File: src/rtl/uart_tx_arbiter_pkg.sv
// Shared definitions for the UART TX arbiter: FSM state encoding, tag prefix,
// default end-of-packet byte and the tag-byte helper.
package uart_tx_arbiter_pkg;

    typedef enum logic [1:0] {
        ST_IDLE = 2'd0,
        ST_TAG  = 2'd1,
        ST_XFER = 2'd2
    } arb_state_e;

    localparam logic [7:0] TAG_PREFIX  = 8'hF0;
    localparam logic [7:0] EOP_DEFAULT = 8'h0A;

    // Tag byte announcing which source owns the following bytes.
    function automatic logic [7:0] tag_byte(input logic [3:0] idx);
        return TAG_PREFIX | {4'h0, idx};
    endfunction

endpackage

File: src/rtl/uart_tx_arbiter_rr_pick.sv
// Combinational round-robin selector: returns the first requesting index
// found searching upward from last_i+1 (modulo N), plus a valid flag.
module uart_tx_arbiter_rr_pick #(
    parameter int N  = 4,
    parameter int GW = $clog2(N)
) (
    input  logic [N-1:0]  req_rdy_i,
    input  logic [GW-1:0] last_i,
    output logic [GW-1:0] next_o,
    output logic          valid_o
);

    // Scan from the farthest candidate down to the nearest so the nearest wins.
    always_comb begin
        int idx;
        idx     = 0;
        next_o  = '0;
        valid_o = 1'b0;
        for (int k = N; k >= 1; k--) begin
            idx = (int'(last_i) + k) % N;
            if (req_rdy_i[GW'(idx)]) begin
                next_o  = GW'(idx);
                valid_o = 1'b1;
            end
        end
    end

endmodule

File: src/rtl/uart_tx_arbiter.sv
// Round-robin arbiter sharing one uart_tx between N FIFO byte sources.
// Optional feature macro: UART_ARB_TAG_EN -- when defined, every grant is
// preceded by a tag byte 8'hF0 | grant on the wire.
module uart_tx_arbiter
    import uart_tx_arbiter_pkg::*;
#(
    parameter int         N     = 4,
    parameter int         BURST = 16,
    parameter logic [7:0] EOP   = EOP_DEFAULT,
    parameter int         GW    = $clog2(N),
    parameter int         CW    = $clog2(BURST + 1)
) (
    input  logic            clk,
    input  logic            rst_n,
    input  logic [N-1:0]    req_rdy,
    input  logic [8*N-1:0]  req_data,
    output logic [N-1:0]    req_fetch,
    output logic            tx_rdy,
    output logic [7:0]      tx_data,
    input  logic            tx_fetch,
    output logic [GW-1:0]   grant,
    output logic            busy
);

    arb_state_e    state_q, state_d;
    logic [GW-1:0] grant_q, grant_d;
    logic [CW-1:0] cnt_q, cnt_d;

    logic [7:0]    src_byte [N];
    logic [7:0]    head_byte;
    logic          src_rdy;
    logic          accept;
    logic [GW-1:0] pick_idx;
    logic          pick_valid;

    // Split the flat data bus into one byte per source.
    for (genvar gi = 0; gi < N; gi++) begin : g_src
        assign src_byte[gi] = req_data[8*gi +: 8];
    end

    assign head_byte = src_byte[grant_q];
    assign src_rdy   = req_rdy[grant_q];
    assign grant     = grant_q;

    uart_tx_arbiter_rr_pick #(
        .N  (N),
        .GW (GW)
    ) u_pick (
        .req_rdy_i (req_rdy),
        .last_i    (grant_q),
        .next_o    (pick_idx),
        .valid_o   (pick_valid)
    );

    // State, grant and burst counter registers with synchronous reset.
    always_ff @(posedge clk) begin
        if (!rst_n) begin
            state_q <= ST_IDLE;
            grant_q <= GW'(N - 1);
            cnt_q   <= '0;
        end else begin
            state_q <= state_d;
            grant_q <= grant_d;
            cnt_q   <= cnt_d;
        end
    end

    // Next-state logic and handshake routing between granted FIFO and uart_tx.
    always_comb begin
        state_d   = state_q;
        grant_d   = grant_q;
        cnt_d     = cnt_q;
        tx_rdy    = 1'b0;
        tx_data   = 8'h00;
        req_fetch = '0;
        busy      = 1'b0;
        accept    = 1'b0;
        case (state_q)
            ST_IDLE: begin
                if (pick_valid) begin
                    grant_d = pick_idx;
                    cnt_d   = '0;
`ifdef UART_ARB_TAG_EN
                    state_d = ST_TAG;
`else
                    state_d = ST_XFER;
`endif
                end
            end
`ifdef UART_ARB_TAG_EN
            ST_TAG: begin
                busy    = 1'b1;
                tx_rdy  = 1'b1;
                tx_data = tag_byte(4'(grant_q));
                if (tx_fetch) begin
                    state_d = ST_XFER;
                end
            end
`endif
            ST_XFER: begin
                busy    = 1'b1;
                tx_rdy  = src_rdy;
                tx_data = head_byte;
                accept  = tx_fetch & src_rdy;
                if (accept) begin
                    req_fetch[grant_q] = 1'b1;
                    cnt_d              = cnt_q + 1'b1;
                end
                // A fetch with nothing presented is ignored and does not
                // count as the source draining either.
                if (accept && ((head_byte == EOP) || (cnt_q == CW'(BURST - 1)))) begin
                    state_d = ST_IDLE;
                end else if (!src_rdy && !tx_fetch) begin
                    state_d = ST_IDLE;
                end
            end
            default: begin
                state_d = ST_IDLE;
            end
        endcase
    end

endmodule
File: config.mk
export PLATFORM = sky130hd
export DESIGN_NAME = uart_tx_arbiter
export DESIGN_NICKNAME = d
export VERILOG_FILES = /design/src/rtl/uart_tx_arbiter_pkg.sv /design/src/rtl/uart_tx_arbiter_rr_pick.sv /design/src/rtl/uart_tx_arbiter.sv
export SDC_FILE = /design/constraint.sdc
export NUM_CORES = 1
export LEC_CHECK = 0
export CORE_MARGIN = 5
export CORE_UTILIZATION = 40
export DETAILED_ROUTE_END_ITERATION = 7
export PLACE_DENSITY = 0.85
export SLEW_MARGIN = 40
export SYNTH_ARGS = -nofsm -noshare
export SYNTH_HDL_FRONTEND = slang
export SYNTH_SLANG_ARGS = --single-unit
File: constraint.sdc
create_clock -name clk -period 4.6 [get_ports clk]
set_input_delay 0.92 -clock clk [delete_from_list [all_inputs] [get_ports clk]]
set_output_delay 0.92 -clock clk [all_outputs]
set_load 0.01 [all_outputs]
## After elaboration in Yosys (flattened, before gate mapping)

Index checks and enable logic that the tools add are counted.

| word-level totals | value |
|---|---|
| flip-flop bits (word level) | 9 |
| bits of input ports | 39 |
| output and inout bits | 16 |

| cells by class | value |
|---|---|
| add/subtract/negate cells | 5 |
| $lt $le $gt $ge | 7 |
| equality and inequality tests | 6 |
| multiplexer cells | 39 |
| bitwise logic cells | 2 |
| reductions and logical operators | 11 |

Operators with widths:

| kind | number |
|---|---|
| $mux W8 | 3 |
| $bmux W8 S2 | 1 |
| $lt A2 B4 Y1 const B | 4 |
| $mux W1 | 16 |
| $mux W2 | 7 |
| $bmux W1 S2 | 5 |
| $mux W5 | 2 |
| $pmux W5 S2 | 1 |
| $eq A8 B4 Y1 const B | 1 |
| $mux W4 | 2 |
| $add A5 B1 Y5 const B | 1 |
| $eq A5 B4 Y1 const B | 1 |
| $add A2 B1 Y2 const B | 2 |
| $add A2 B2 Y2 const B | 2 |
| $ne A2 B2 Y1 const B | 2 |
| $pmux W2 S2 | 1 |
| $reduce_and A2 Y1 | 2 |
| $ge A3 B3 Y1 const B | 1 |
| $logic_and A1 B1 Y1 | 3 |
| $lt A2 B3 Y1 const B | 1 |
| $ne A3 B3 Y1 const B | 1 |
| $not A2 Y3 | 1 |
| $reduce_and A3 Y1 | 1 |
| $demux W1 S2 | 1 |
| other kinds (7) | 8 |

## Longest topological paths before layout

Gate-level depths: netlist of run 1.

| logic depth | value |
|---|---|
| depth after elaboration | 10 |
| depth in mapped cells | 8 |
| gate-level depth less buffers | 7 |

## Hierarchy

From an unflattened synthesis of run 1, not the netlist that was laid out.

| unflattened totals | value |
|---|---|
| cells, all modules | 83 |
| area total of the unflattened synthesis | 822.0 µm² |

Modules (own cells, without submodules):

| module | times used | cells each | area each (µm²) |
|---|---|---|---|
| uart_tx_arbiter | 1 | 69 | 730.7 |
| uart_tx_arbiter_rr_pick | 1 | 14 | 91.3 |

## Worst setup path after synthesis of run 1

No wires, ideal clock.

| timing path | value |
|---|---|
| path kind | input port to output port |
| from | input req_rdy[3] |
| to | output req_fetch[0] |
| data arrival time | 1921 ps |
| data required time | 3680 ps |
| path slack | 1759 ps |
| cell stages on the path | 4 |
| cell sequence | mux4_2 > and3_1 > buf_6 > and2_1 |

| between the ends | value |
|---|---|
| longest elaborated chain between the ends | 5 |

RTL lines:

| item | line | text |
|---|---|---|
| start: declaration | uart_tx_arbiter.sv:15 | `input logic [N-1:0] req_rdy,` |
| $bmux W1 S2 | uart_tx_arbiter.sv:42 | `assign src_rdy = req_rdy[grant_q];` |
| $mux W1 (implied by the code) | uart_tx_arbiter.sv:42 |  |
| $and A1 B1 Y1 | uart_tx_arbiter.sv:104 | `accept = tx_fetch & src_rdy;` |
| $mux W4 | uart_tx_arbiter.sv:105 | `if (accept) begin` |
| $mux W4 | uart_tx_arbiter.sv:78 | `case (state_q)` |
| end: declaration | uart_tx_arbiter.sv:17 | `output logic [N-1:0] req_fetch,` |

No other way between the ends. The select of a mux whose other input is x is not followed.

## Final worst setup path of run 1

Ends and elaborated chain as after synthesis.

==> results of run 1 <==
==> how the worst min path moves through the flow <==
| stage | start | end | slack [ns] |
|---|---|---|---|
| global route | cnt_q[3]$_SDFFE_PN0P_ | cnt_q[3]$_SDFFE_PN0P_ | 0.53 |
| CTS | cnt_q[3]$_SDFFE_PN0P_ | cnt_q[3]$_SDFFE_PN0P_ | 0.51 |
| detailed placement | cnt_q[3]$_SDFFE_PN0P_ | cnt_q[3]$_SDFFE_PN0P_ | 0.50 |
| floorplan | cnt_q[3]$_SDFFE_PN0P_ | cnt_q[3]$_SDFFE_PN0P_ | 0.47 |
| global placement | cnt_q[3]$_SDFFE_PN0P_ | cnt_q[3]$_SDFFE_PN0P_ | 0.49 |
| finish | cnt_q[3]$_SDFFE_PN0P_ | cnt_q[3]$_SDFFE_PN0P_ | 0.51 |
==> synth_stat cells (3+ instances only) <==
master   count
and2_1      15
dfxtp_1      8
ha_1         6
inv_1        5
mux2i_1      5
mux4_1       4
mux4_2       5
nand2_1      6
nand3_1      4
nor2_1       6
o21ai_0      6
xor2_1       3
==> placed cells by master (no fill, tap or decap) <==
cell type,count
a21boi_0,1
a21o_1,2
a21oi_1,1
a221oi_1,1
a31oi_1,1
and2_1,15
and3_1,2
buf_4,1
clkbuf_4,3
clkdlybuf4s50_1,54
dfxtp_1,8
ha_1,6
inv_1,5
mux2_2,1
mux2i_1,5
mux4_1,4
mux4_2,5
nand2_1,6
nand3_1,4
nand4_2,1
nor2_1,6
nor4b_1,2
nor4b_2,1
o2111ai_1,1
o21ai_0,6
o311ai_0,1
xnor2_1,1
xor2_1,3
==> sequential cells by signal (all words and copies together) (netlist names) <==
signal,flops
cnt_q,5
grant,2
state_q,1
==> kinds of logic after synthesis <==
logic type | after synthesis | synth area share
fa+ha+maj | 6 | 0.08108
simple gates | 37 | 0.2338
mux | 15 | 0.3014
buf+inv | 10 | 0.07567
flops | 8 | 0.1730
xor+xnor | 4 | 0.03784
compound gates | 14 | 0.09730
==> layer usage <==
metal	global-route usage	vias to the layer above	routed length (µm)
met5	0	-	0
li1	-	458	-
met3	0.02227	2	88
met4	0.04967	0	14
met2	0.3097	20	1459
met1	0.2019	441	1128
==> critical path, cell delays in order <==
cell	delay, ns
clkdlybuf4s50_1	0.49
mux4_2	0.57
and3_1	0.28
and2_1	0.18
clkdlybuf4s50_1	0.47
==> layout make-up <==
class / instances / area [µm²] / share of cell area
multi-input cells: 76 / 695.7 / 0.4700
repair buffers: 55 / 548.0 / 0.3702
flip-flops and latches: 8 / 160.2 / 0.1082
well taps: 28 / 35.03 / 0.02367
clock buffers: 3 / 22.52 / 0.01522
inverters: 5 / 18.77 / 0.01268
==> per-stage QoR <==
step                hold slack [ns]  total power, mW
floorplan                    0.4716           0.3703
global placement             0.4898           0.5001
detailed placement           0.4974           0.5106
CTS                          0.5098           0.5650
global route                 0.5250           0.6080
finish                       0.5084           0.5579
==> power by group <==
part	total [mW]	internal [mW]	switching (mW)
sequential	0.114	0.0814	0.0324
combinational	0.392	0.230	0.162
clock	0.0520	0.0297	0.0223
total	0.558	0.341	0.217
==> reports/metrics.csv, run 1 <==
metric,value,unit
placed_cells,172,
grt_max_degree,19,
finalHoldViolCount,0,
cap_violations,0,
synth_ff_type,dfxtp_1,
clk_path_buf_depth,2,
cts_tree,done,
period_needed,3.839,ns
wl,2.691,mm
fin_crit_sh,0.8346,
synth-async-reset-ratio,0,
die_y,58.11,µm
crit_start,req_rdy[3],
vdd.ir_drop.worst,262.8,µV
synth_edf_count,0,
fmax,260.5,MHz
clock-sinks,8,
syn_inst,94,
cts_buffers,3,
n_antenna_cell,0,
dp_slack,0.7484,ns
nFillCells,178,
overflow,0,
drt_first_pass_iters,6,
die_w,58.11,µm
arrival,2.92,ns
grt_usage,0.1686,
worst_slew_pin_slew,0.6681,ns
r2r_end,grant[0]$_SDFFE_PN1P_,
cts_resized,0,
slew_violations,0,
final_util,0.6691,
ctsHoldBuffers,0,
num_rows,17,
grt_pass1_wl,4.464,mm
outcome,finished clean,
rr_startpoint,grant[1]$_SDFFE_PN1P_,
cts_root_buf,clkbuf_4,
worst-setup-path-type,in2out,
syn_to_final_growth,59.86,%
syn_avg_cell_area,9.850,µm²
boundaryPins,55,
setup_ws,0.7610,ns
remaining_drc_errors,0,
rsz0062_at_grt,false,
vias_per_cell,5.263,
yosysWarnings,0,
antenna_found_initial,0,
clk_pin_slew,0.05,ns
clk_latency,0.25,ns
gp_congestion,0.7660,
cp_max_fo,7,
num_vias,921,
port-buffer-count,54,
ff2ff_setup_slack,2.29,ns
end_kind,output pin,
synth_area,925.9,µm²
critPathLaunchType,input pin,
coreArea,2212,µm²
setup.worst_path.end,req_fetch[0],
yosys.area.top_type,dfxtp_1,
drt_iter0_drc,5,
p_per_area,376.9,nW/µm²
h-tree-depth,1,
setup_violations,0,
cp.required,3.68,ns
setup_tns,0,ns
synth_cell_types,29,
worst-r2r-cell-count,6,
cts_setup_buffers,0,
drive_gt1_frac,0.08163,
synth-seq-area-share,0.1730,
die_area,3377,µm²
whs_path_depth,2,
finalNonFillerCells,175,
synth-seq-cells,8,
place_area,1458,µm²
stdcell_area,1480,µm²
initial_utilization,0.4186,
nNetsFinal,194,
final_antenna_net_count,0,
synth_top_area_share,0.1730,
grt_pass1_vias,978,
p_leak,0.6168,nW
syn_nets,139,
routedWlPerCell,15.38,µm
place_hpwl,2.317,mm
slew_headroom,0.5540,
skew,0.002401,ns
hold_class,reg2reg,
synthTopCellsByArea,"dfxtp_1 17%, mux4_2 12%, mux4_1 11%, and2_1 10%, ha_1 8.1%",
(Power assumes the default switching activity.)
==> run 2: changes to the inputs <==
- CORE_UTILIZATION: 40 -> 37
- PLACE_DENSITY: 0.85 -> 0.79
- clock period: 4.6 -> 3.9 ns (I/O delays scaled with it)
==> run 2 against run 1 <==
Hold slack better by 0.0081 ns. Global-route usage is 0.77 points lower. Combinational power is 22% higher. Sequential power grew 5%. Non-clock buffer count up 1. Critical path depth unchanged. Register-to-register slack got worse by 0.50 ns. Die area is 6.7% higher. Utilization down 5.6 points. Setup slack worse by 0.43 ns. Via count rose by 1.5%. Largest cell class unchanged. Final cell count up 1.7%.
==> reports/metrics.csv, run 2 (synthesis gave the netlist of run 1 again) <==
metric,value,unit,change
worst_slew_pin_slew,0.5052,ns,-0.1629 ns
nNetsFinal,195,,+0.52%
h-tree-depth,1,,unchanged
port-buffer-count,54,,unchanged
hold_class,reg2reg,,
rsz0062_at_grt,false,,
skew,0.003200,ns,+0.0007994 ns
setup_tns,0,ns,unchanged
setup_violations,0,,unchanged
cts_tree,done,,
num_rows,18,,+1
vdd.ir_drop.worst,335.3,µV,+28%
grt_pass1_wl,4.374,mm,-2.0%
mostFrequentLayoutCells,"54 x clkdlybuf4s50_1, 15 x and2_1, 8 x dfxtp_1",,
p_per_area,446.2,nW/µm²,+18%
cp_num_buf_inv,2,,unchanged
clk_path_buf_depth,2,,unchanged
critical_path.cell_chain,clkdlybuf4s50_1 -> mux4_2 -> and3_1 -> and2_1 -> clkdlybuf4s50_1,,
period_needed,3.572,ns,
vias_per_cell,5.253,,-0.19%
grt_usage,0.1609,,-0.007692
die_area,3603,µm²,+6.7%
setup_ws,0.3282,ns,-0.4327 ns
cts_setup_buffers,0,,unchanged
cts_buffers,3,,unchanged
die_y,60.03,µm,+3.3%
end_kind,output pin,,
fin_crit_sh,0.9158,,
initial_utilization,0.3807,,-0.03789
syn_to_final_growth,60.95,%,
worst-setup-path-type,in2out,,
slew_headroom,0.6627,,+0.1087
wl_met1,1.071,mm,-5.1%
drive_gt1_frac,0.08784,,+0.006205
coreArea,2432,µm²,+10%
clk_latency,0.26,ns,about the same
arrival,2.79,ns,-0.13 ns
total_power,0.6649,mW,+19%
largest-register,cnt_q,,
wl_met3,135,µm,+53%
wl,2.645,mm,-1.7%
gp_congestion,0.7991,,+4.3%
cp_top_family,buffers and inverters,,
fmax,280.0,MHz,
num_vias,935,,+1.5%
outcome,finished clean,,
finalHoldViolCount,0,,unchanged
cp.required,3.12,ns,-0.56 ns
max_stage_delay,0.57,ns,about the same
path_common_cell,clkdlybuf4s50_1,,
cts_root_buf,clkbuf_4,,
drt_iter0_drc,16,,+11
critPathLaunchType,input pin,,
slew_violations,0,,unchanged
antenna_found_initial,0,,unchanged
clock-sinks,8,,unchanged
clk_pin_slew,0.06,ns,about the same
cap_violations,0,,unchanged
boundaryPins,55,,unchanged
nFillCells,221,,+24%
place_hpwl,2.241,mm,-3.3%
largest_register_ff_count,5,,unchanged
grt_max_degree,19,,unchanged
highest_layer,met4,,
met2RoutedLength,1.408,mm,-3.5%
die_w,60.03,µm,+3.3%
grt_pass1_vias,974,,-0.41%
final_common_cell,clkdlybuf4s50_1,,
drt_first_pass_iters,4,,-2
overflow,0,,unchanged
final_antenna_net_count,0,,unchanged
final_util,0.6127,,-0.05646
ctsHoldBuffers,0,,unchanged
routedWlPerCell,14.86,µm,-3.4%
p_leak,0.6213,nW,+0.73%
dp_slack,0.3419,ns,-0.4065 ns
cp_max_fo,7,,unchanged
crit_slowest_cell,mux4_2,,
remaining_drc_errors,0,,unchanged
cts_resized,0,,unchanged
n_antenna_cell,0,,unchanged
## run 2: cell count changes in the layout (fill, tap and decap cells not counted)
| cell | change |
|---|---|
| buf_4 | +1 |
## run 2: routing by layer
| metal | GRT usage | up-vias |
|---|---|---|
| met4 | 0.02848 | 0 |
| met1 | 0.1776 | 447 |
| met3 | 0.04968 | 4 |
| met2 | 0.3009 | 28 |
| li1 | - | 456 |
| met5 | 0 | - |
## run 2: power by group
part / switching, mW / leakage, nW / internal (mW) / total (mW)
clock: 0.0305 / 0.0138 / 0.0354 / 0.0659
combinational: 0.204 / 0.542 / 0.275 / 0.479
sequential: 0.0240 / 0.0655 / 0.0961 / 0.120
## run 2: area by class of cell
| cell class | instances | area, µm² | area share |
|---|---|---|---|
| Clock buffer | 3 | 22.52 | 0.01511 |
| Sequential cell | 8 | 160.2 | 0.1075 |
| Inverter | 5 | 18.77 | 0.01259 |
| Multi-Input combinational cell | 76 | 695.7 | 0.4668 |
| Tap cell | 30 | 37.54 | 0.02519 |
| Timing Repair Buffer | 56 | 555.5 | 0.3728 |
## run 2: through the flow
| stage | hold slack [ns] | std cells | instance area [µm²] |
|---|---|---|---|
| floorplan | 0.4716 | 94 | 925.9 |
| global placement | 0.4910 | 175 | 1468 |
| detailed placement | 0.5034 | 175 | 1468 |
| CTS | 0.5288 | 178 | 1490 |
| global route | 0.5559 | 178 | 1490 |
| finish | 0.5165 | 178 | 1490 |
## run 2: worst register-to-register path, stage by stage (launching register included)
cell and delay [ns]:
dfxtp_1 0.36, buf_4 0.28, inv_1 0.13, ha_1 0.34, mux2_2 0.34, a221oi_1 0.32
xnor2_1 0.16, nand2_1 0.06
## run 2: path summary, 6_finish.rpt
kind                           endpoint             startpoint  cells past startpoint  slack (ns)
setup / recovery           req_fetch[2]             req_rdy[2]                      5        0.33
hold / removal    cnt_q[3]$_SDFFE_PN0P_  cnt_q[3]$_SDFFE_PN0P_                      2        0.52
setup reg to reg  grant[0]$_SDFFE_PN1P_  grant[0]$_SDFFE_PN1P_                      7        1.79
hold reg to reg   cnt_q[3]$_SDFFE_PN0P_  cnt_q[3]$_SDFFE_PN0P_                      2        0.52
==> run 3: changes to the inputs <==
- SLEW_MARGIN: 40 -> 20
==> results of run 3 <==
No change in the layout: final DEF, timing and power equal those of run 2.
